[src/rtl/rl_seq.sv]
`default_nettype none
// ============================================================================
//  Module   : rl_seq
//  Purpose  : Multi-cycle rotate-left sequencer for the 4-bit ALU datapath.
//             Accepts an operand, a rotate count and an opcode under a
//             start/done handshake, rotates one bit position per clock and
//             holds the result on registered outputs.
//  Revision : 1.0 - initial release
// ----------------------------------------------------------------------------
//  Optional feature macro:
//    RL_CARRY_EN  - when defined, the rotate runs through the carry as a
//                   WIDTH+1-bit ring; cout is loaded from cin at accept.
//                   When undefined, a plain WIDTH-bit rotate is performed,
//                   cin is ignored and cout is tied to 0.
// ----------------------------------------------------------------------------
//  Parameters:
//    WIDTH  operand/result width (>= 2)
//    CNT_W  width of the rotate-count input
//    OPC    opcode value on s that selects this unit
//  Ports:
//    clk    in   1      rising-edge clock
//    Reset  in   1      asynchronous active-low reset
//    start  in   1      request strobe, sampled on the rising edge
//    s      in   4      ALU opcode; request accepted only when s == OPC
//    q      in   WIDTH  operand
//    cnt    in   CNT_W  rotate amount (no modulo-WIDTH folding)
//    cin    in   1      carry in (carry feature only)
//    r      out  WIDTH  result register
//    cout   out  1      carry register (0 without the carry feature)
//    busy   out  1      high while rotating
//    done   out  1      one-cycle completion pulse
// ============================================================================
module rl_seq #(
    parameter int         WIDTH = 4,
    parameter int         CNT_W = 2,
    parameter logic [3:0] OPC   = 4'h5
) (
    input  logic             clk,
    input  logic             Reset,
    input  logic             start,
    input  logic [3:0]       s,
    input  logic [WIDTH-1:0] q,
    input  logic [CNT_W-1:0] cnt,
    input  logic             cin,
    output logic [WIDTH-1:0] r,
    output logic             cout,
    output logic             busy,
    output logic             done
);

    typedef enum logic [1:0] {
        S_IDLE = 2'd0,
        S_ROT  = 2'd1,
        S_DONE = 2'd2
    } state_t;

    localparam logic [CNT_W-1:0] c_cnt_one  = CNT_W'(1);
    localparam logic [CNT_W-1:0] c_cnt_zero = '0;

    state_t           r_state;
    logic [CNT_W-1:0] r_count;
    logic             r_cout;

    // A request is honoured only outside ROT and only for our opcode.
    logic w_accept;
    assign w_accept = start && (s == OPC) && (r_state != S_ROT);

`ifndef RL_CARRY_EN
    // cin has no function in the plain-rotate build.
    logic w_unused_cin;
    assign w_unused_cin = cin;
`endif

    always_ff @(posedge clk or negedge Reset) begin
        if (!Reset) begin
            r_state <= S_IDLE;
            r_count <= c_cnt_zero;
            r_cout  <= 1'b0;
            r       <= '0;
            busy    <= 1'b0;
            done    <= 1'b0;
        end else begin
            case (r_state)
                S_IDLE, S_DONE: begin
                    if (w_accept) begin
                        r       <= q;
                        r_count <= cnt;
`ifdef RL_CARRY_EN
                        r_cout  <= cin;
`endif
                        // A zero count completes immediately without rotating.
                        if (cnt != c_cnt_zero) begin
                            r_state <= S_ROT;
                            busy    <= 1'b1;
                            done    <= 1'b0;
                        end else begin
                            r_state <= S_DONE;
                            busy    <= 1'b0;
                            done    <= 1'b1;
                        end
                    end else begin
                        // r and cout hold their last values while idle.
                        r_state <= S_IDLE;
                        busy    <= 1'b0;
                        done    <= 1'b0;
                    end
                end

                S_ROT: begin
`ifdef RL_CARRY_EN
                    // {r, cout} behaves as one WIDTH+1-bit left-rotating ring.
                    r      <= {r[WIDTH-2:0], r_cout};
                    r_cout <= r[WIDTH-1];
`else
                    r      <= {r[WIDTH-2:0], r[WIDTH-1]};
`endif
                    r_count <= r_count - c_cnt_one;
                    // The counter reaching zero on this edge ends the operation.
                    if (r_count == c_cnt_one) begin
                        r_state <= S_DONE;
                        busy    <= 1'b0;
                        done    <= 1'b1;
                    end else begin
                        r_state <= S_ROT;
                        busy    <= 1'b1;
                        done    <= 1'b0;
                    end
                end

                default: begin
                    r_state <= S_IDLE;
                    busy    <= 1'b0;
                    done    <= 1'b0;
                end
            endcase
        end
    end

`ifdef RL_CARRY_EN
    assign cout = r_cout;
`else
    assign cout = 1'b0;
    // The carry register stays at its reset value in this build.
    logic w_unused_cout;
    assign w_unused_cout = r_cout;
`endif

endmodule
`default_nettype wire

[config.mk]
export PLATFORM = sky130hd
export DESIGN_NAME = rl_seq
export DESIGN_NICKNAME = d
export VERILOG_FILES = /design/src/rtl/rl_seq.sv
export SDC_FILE = /design/constraint.sdc
export NUM_CORES = 1
export LEC_CHECK = 0
export BUFFER_PORTS_ARGS = -buffer_cell sky130_fd_sc_hd__buf_4
export CAP_MARGIN = 15
export CORE_AREA = 2 2 39 41
export DETAILED_ROUTE_END_ITERATION = 10
export DIE_AREA = 0 0 41 43
export MAX_ROUTING_LAYER = met4
export REMOVE_ABC_BUFFERS = 1
export SETUP_SLACK_MARGIN = 0.02
export SLEW_MARGIN = 20
export SYNTH_ARGS = -nofsm -noshare
export SYNTH_HDL_FRONTEND = slang
export SYNTH_SLANG_ARGS = --single-unit
[constraint.sdc]
create_clock -name clk -period 1.1 [get_ports clk]
set_input_delay 0.11 -clock clk [delete_from_list [all_inputs] [get_ports clk]]
set_output_delay 0.11 -clock clk [all_outputs]
set_load 0.03 [all_outputs]
---- Word level (Yosys, flattened, before mapping) ----
Index checks and enable logic that the tools add are counted.
word-level totals
  register bits ........................... 10
  input bits .............................. 14
  output and inout bits ................... 7
  word-level logic and storage cells ...... 35
cells by class
  add/subtract/negate cells ............... 1
  equality and inequality tests ........... 6
  mux-type cells .......................... 16
  reduce and logical (&&, ||, !) cells .... 7
operator list
  cell                   number
  $mux W2                4
  $pmux W2 S2            2
  $pmux W4 S2            1
  $mux W1                6
  $eq A2 B1 Y1 const B   2
  $eq A4 B3 Y1 const B   1
  $mux W4                1
  $pmux W1 S2            2
  $reduce_bool A2 Y1     2
  $eq A2 B2 Y1 const B   1
  $logic_and A1 B1 Y1    2
  $logic_not A2 Y1       1
  $ne A2 B1 Y1 const B   1
  $ne A2 B2 Y1 const B   1
  $reduce_and A2 Y1      1
  $reduce_or A2 Y1       1
  $sub A2 B1 Y2 const B  1

---- Logic depth before layout (Yosys ltp) ----
  depth after elaboration ................. 5
  depth in mapped cells ................... 4
  gate-level depth less buffers ........... 4

---- Least setup slack after synthesis ----
OpenSTA, ideal clock, no wires.
  kind .................................... reg-to-reg
  start ................................... register r_state[0]
  end ..................................... register r[0]
  setup time .............................. 0.077 ns
  arrival ................................. 1.198 ns
  required time ........................... 1.023 ns
  slack ................................... -0.175 ns
  cell stages (with the launch flop) ...... 5
  path buffers ............................ 1
  clock period less this slack ............ 1.275 ns
  cell sequence ........................... dfrtp_1 > nor4bb_1 > buf_2 > a31oi_1 > a21oi_1
on the way
  word-level cells in the longest chain between the ends .. 4
  elaborated cells on any way between the ends .. 10
  classes of those cells .................. eq/ne (4); mux (1); reduce/logical (5)
RTL lines
  element                                                                     line    text
  start: declaration                                                          60      state_t r_state;
  start signal: assignment                                                    76      r_state <= S_IDLE;
  start signal: assignment                                                    93      r_state <= S_ROT;
  start signal: assignment                                                    97      r_state <= S_DONE;
  $eq A2 B2 Y1, or another cell as far along                                  83      case (r_state)
  $reduce_or A2 Y1 / $logic_and A1 B1 Y1 (equally long branches)              83, 66
  $ne A2 B2 Y1 (no source line) / $reduce_bool A2 Y1 (equally long branches)  n/a
  $reduce_and A2 Y1 (no source line)                                          n/a
  end signal: assignment                                                      86      r <= q;
  end signal: assignment                                                      115     r <= {r[WIDTH-2:0], r[WIDTH-1]};
  end: declaration                                                            45      output logic [WIDTH-1:0] r,
Several ways; a longest one is shown, not always the timed one.
A chain may end at the register's enable or synchronous reset.

---- Worst setup path after layout ----
  start ................................... register r_state[0]
  end ..................................... register r_count[1]
on the way
  word-level cells in the longest chain between the ends .. 4
  elaborated cells on any way between the ends .. 10
  classes of those cells .................. eq/ne (4); mux (1); reduce/logical (5)
RTL lines
  element                                                                     line    text
  $eq A2 B2 Y1, or another cell as far along                                  83
  $reduce_or A2 Y1 / $logic_and A1 B1 Y1 (equally long branches)              83, 66
  $ne A2 B2 Y1 (no source line) / $reduce_bool A2 Y1 (equally long branches)  n/a
  $reduce_and A2 Y1 (no source line)                                          n/a
  end signal: assignment                                                      77      r_count <= c_cnt_zero;
  end signal: assignment                                                      87      r_count <= cnt;
  end signal: assignment                                                      117     r_count <= r_count - c_cnt_one;
  end: declaration                                                            61      logic [CNT_W-1:0] r_count;
Several ways; a longest one is shown, not always the timed one.

==> metrics.txt <==
Max clock buf depth=2; vias in the first global route=between 400 and 500; Reg2Reg Depth=5; vias per inst=around 5.2; DR vias=460; Worst Path Buf+Inv=2; Synth Register Bits=8; Mapped Avg Cell Area=approximately 9.2 um2; Num CTS Buffers=3; io pins=21; layout cell share with drive strength beyond 1=0.3973; Distinct cells, synth=21; Core Footprint=1384 um2; LEAKAGE=approximately 0.0003 uW; Final Worst Setup Slack=-100.2 ps; Total GRT Usage=0.1587; row count=14; WL met3=slightly above 80 um; wl on met1=516 um; Mapped Area=approximately 460 um2; unrepaired setup endpoints after global routing=yes; initial antenna violation count=0; global-route wire length before repair=1.794 mm; total power draw=1539 uW; Die ar.=around 1800 um2; Arr. time, crit path=1330 ps; cell family with most CP delay=flip-flops; hold_ws=roughly 140 ps; DRC violations left=0; ANT cells=0; H-tree Lvls=1; GRT overflow=0; Slowest Stage Delay on Critical Path=410 ps; Max Clk Rate=approximately 830 MHz; commonest non-fill, non-tap cells in the layout=buf_4, dfrtp_1, nor2_1, a21oi_1; CP cell instances=buf_4 > nor2b_1 > buf_4 > a31oi_1 > a21oi_1; Clock Latency Late Sink=approximately 260 ps; Syn. warnings=0; dpl cells=between 80 and 90; final critical-path share of the clock period=1.091; met2 wire len=roughly 530 um; CTS tree=done; antenna-violating nets left=0; critical path depth in cells=5; Root Buffer=clkbuf_4; # port buffers=18; CP required=1230 ps; DRT iter0 DRCs=3; Post-Place Worst Slack=-101.0 ps; crit path max-delay cell type=dfrtp_1; Post-DP HPWL=around 850 um; routed wire length=between 1 and 1.5 mm; Initial Util=0.3336; final worst path period need=1200 ps; Worst setup EP type=flip-flop; status=finished, violations left; failing checks=setup timing; crit start category=flip-flop; post-synthesis sequential area ratio=0.4336; setup violators final=8; Clock Skew=around 5.3 ps; area delta synth->final=48.51%; Hold Violations, Final=0; die height=43 um; maximum capacitance violations=0; r2r setup slk=-100 ps; worst hold path class=in -> reg; # nets final=90; largest net degree at the start of global routing=9; total iterations of the first detailed-routing run=2; commonest non-fill, non-tap cell in the layout=buf_4; Setup CP Type=reg -> reg; Power Dens Cells=about 2200 nW/um2; Routed wire per std cell=roughly 13 um; clk slew on worst S/H paths=roughly 60 ps; Worst Path Max Fanout=5; Clock Sinks=8; Final Max Slew Viols=0; Max IR drop VDD=approximately 0.85 mV; critical path's most frequent cell=buf_4; global placement routability congestion=around 0.77; Hold Path Depth=3; Post-Layout Cell Count=89; Top Layer Used=met4; die extent in x=just over 40 um; Mapped Cells=50
[path summary, 6_finish.rpt]
kind	from	end
min in group asynchronous	Reset	r[2]$_DFFE_PN0P_
setup reg to reg	r_state[0]$_DFF_PN0_	r_count[1]$_DFFE_PN0P_
hold reg to reg	done$_DFF_PN0_	r_state[0]$_DFF_PN0_
max in group asynchronous	Reset	r_count[0]$_DFFE_PN0P_
hold / removal	q[2]	r[2]$_DFFE_PN0P_
setup / recovery	r_state[0]$_DFF_PN0_	r_count[1]$_DFFE_PN0P_
[where the power goes]
group,internal [uW],switching (uW),total [uW]
clock network,125,107,232
logic,358,435,793
registers,423,91.1,514
total,907,632,1540
[cell families (layout without fill, tap and decap cells)]
group | Yosys count | count (layout) | share of synthesized area
adder cells (fa/ha/maj) | 1 | 1 | 0.02710
AND/OR/NAND/NOR | 15 | 15 | 0.2222
AO/OA/AOI/OAI | 20 | 20 | 0.2574
flip-flops | 8 | 8 | 0.4336
buffers and inverters | 5 | 28 | 0.05146
other | 1 | 1 | 0.008122
[worst register-to-register path: cells and delay by family (launching register included)]
family / cells / cell delay (ps)
flip-flops: 1 / 410
AND/OR/NAND/NOR: 1 / 120
buffers and inverters: 2 / 290
AO/OA/AOI/OAI: 2 / 260
[metal layers]
metal / up-vias / track usage
met5: - / -
met4: 0 / 0.08000
met3: 4 / 0.06283
met2: 16 / 0.2156
met1: 210 / 0.1980
li1: 230 / -
[flip-flops by register name (all words and copies together), names as in the netlist]
signal and count:
r_state 1, r 4, done 1, r_count 2
[repair_timing]
action | 4_1_cts | 5_1_grt
buffers inserted | 1 | 0
resized for setup | 1 | 3
pin swaps | 12 | 4
hold buffers | 1 | 0
endpoints found under the hold margin | 8 | 0
endpoints found under the setup margin | 8 | 10
[per-stage QoR]
step | setup TNS (ps) | utilization | cell area, um2
floorplan | -3766 | - | 441.7
global placement | -533.4 | 0.4530 | 626.9
detailed placement | -653.8 | 0.4530 | 626.9
CTS | -605.7 | 0.4855 | 671.9
global route | -1537 | 0.4955 | 685.7
finish | -576.5 | 0.4955 | 685.7
[synth_stat cells]
library cell,instances,area [um2]
a32oi_1,1,8.760
nor3_1,1,5.000
nand4bb_4,1,27.53
nor2_1,6,22.52
nor2b_1,3,18.77
dfrtp_1,8,200.2
buf_1,1,3.750
ha_1,1,12.51
a31oi_1,5,31.28
clkbuf_1,1,3.750
conb_1,1,3.750
inv_1,1,3.750
a2bb2oi_1,1,8.760
nor4bb_1,1,10.01
buf_4,1,7.510
o21ai_0,5,25.02
a21oi_1,6,30.03
nand4_1,1,6.260
buf_2,1,5.000
o211ai_1,2,15.01
nand2b_1,2,12.51
[final cells by class]
type | count | area, um2
multi-input combinational | 37 | 249.0
inverter | 1 | 3.754
tap | 16 | 20.02
timing repair buffer | 24 | 190.2
sequential | 8 | 200.2
clock buffer | 3 | 22.52
fill | 141 | 698.2
(Power assumes the default switching activity.)
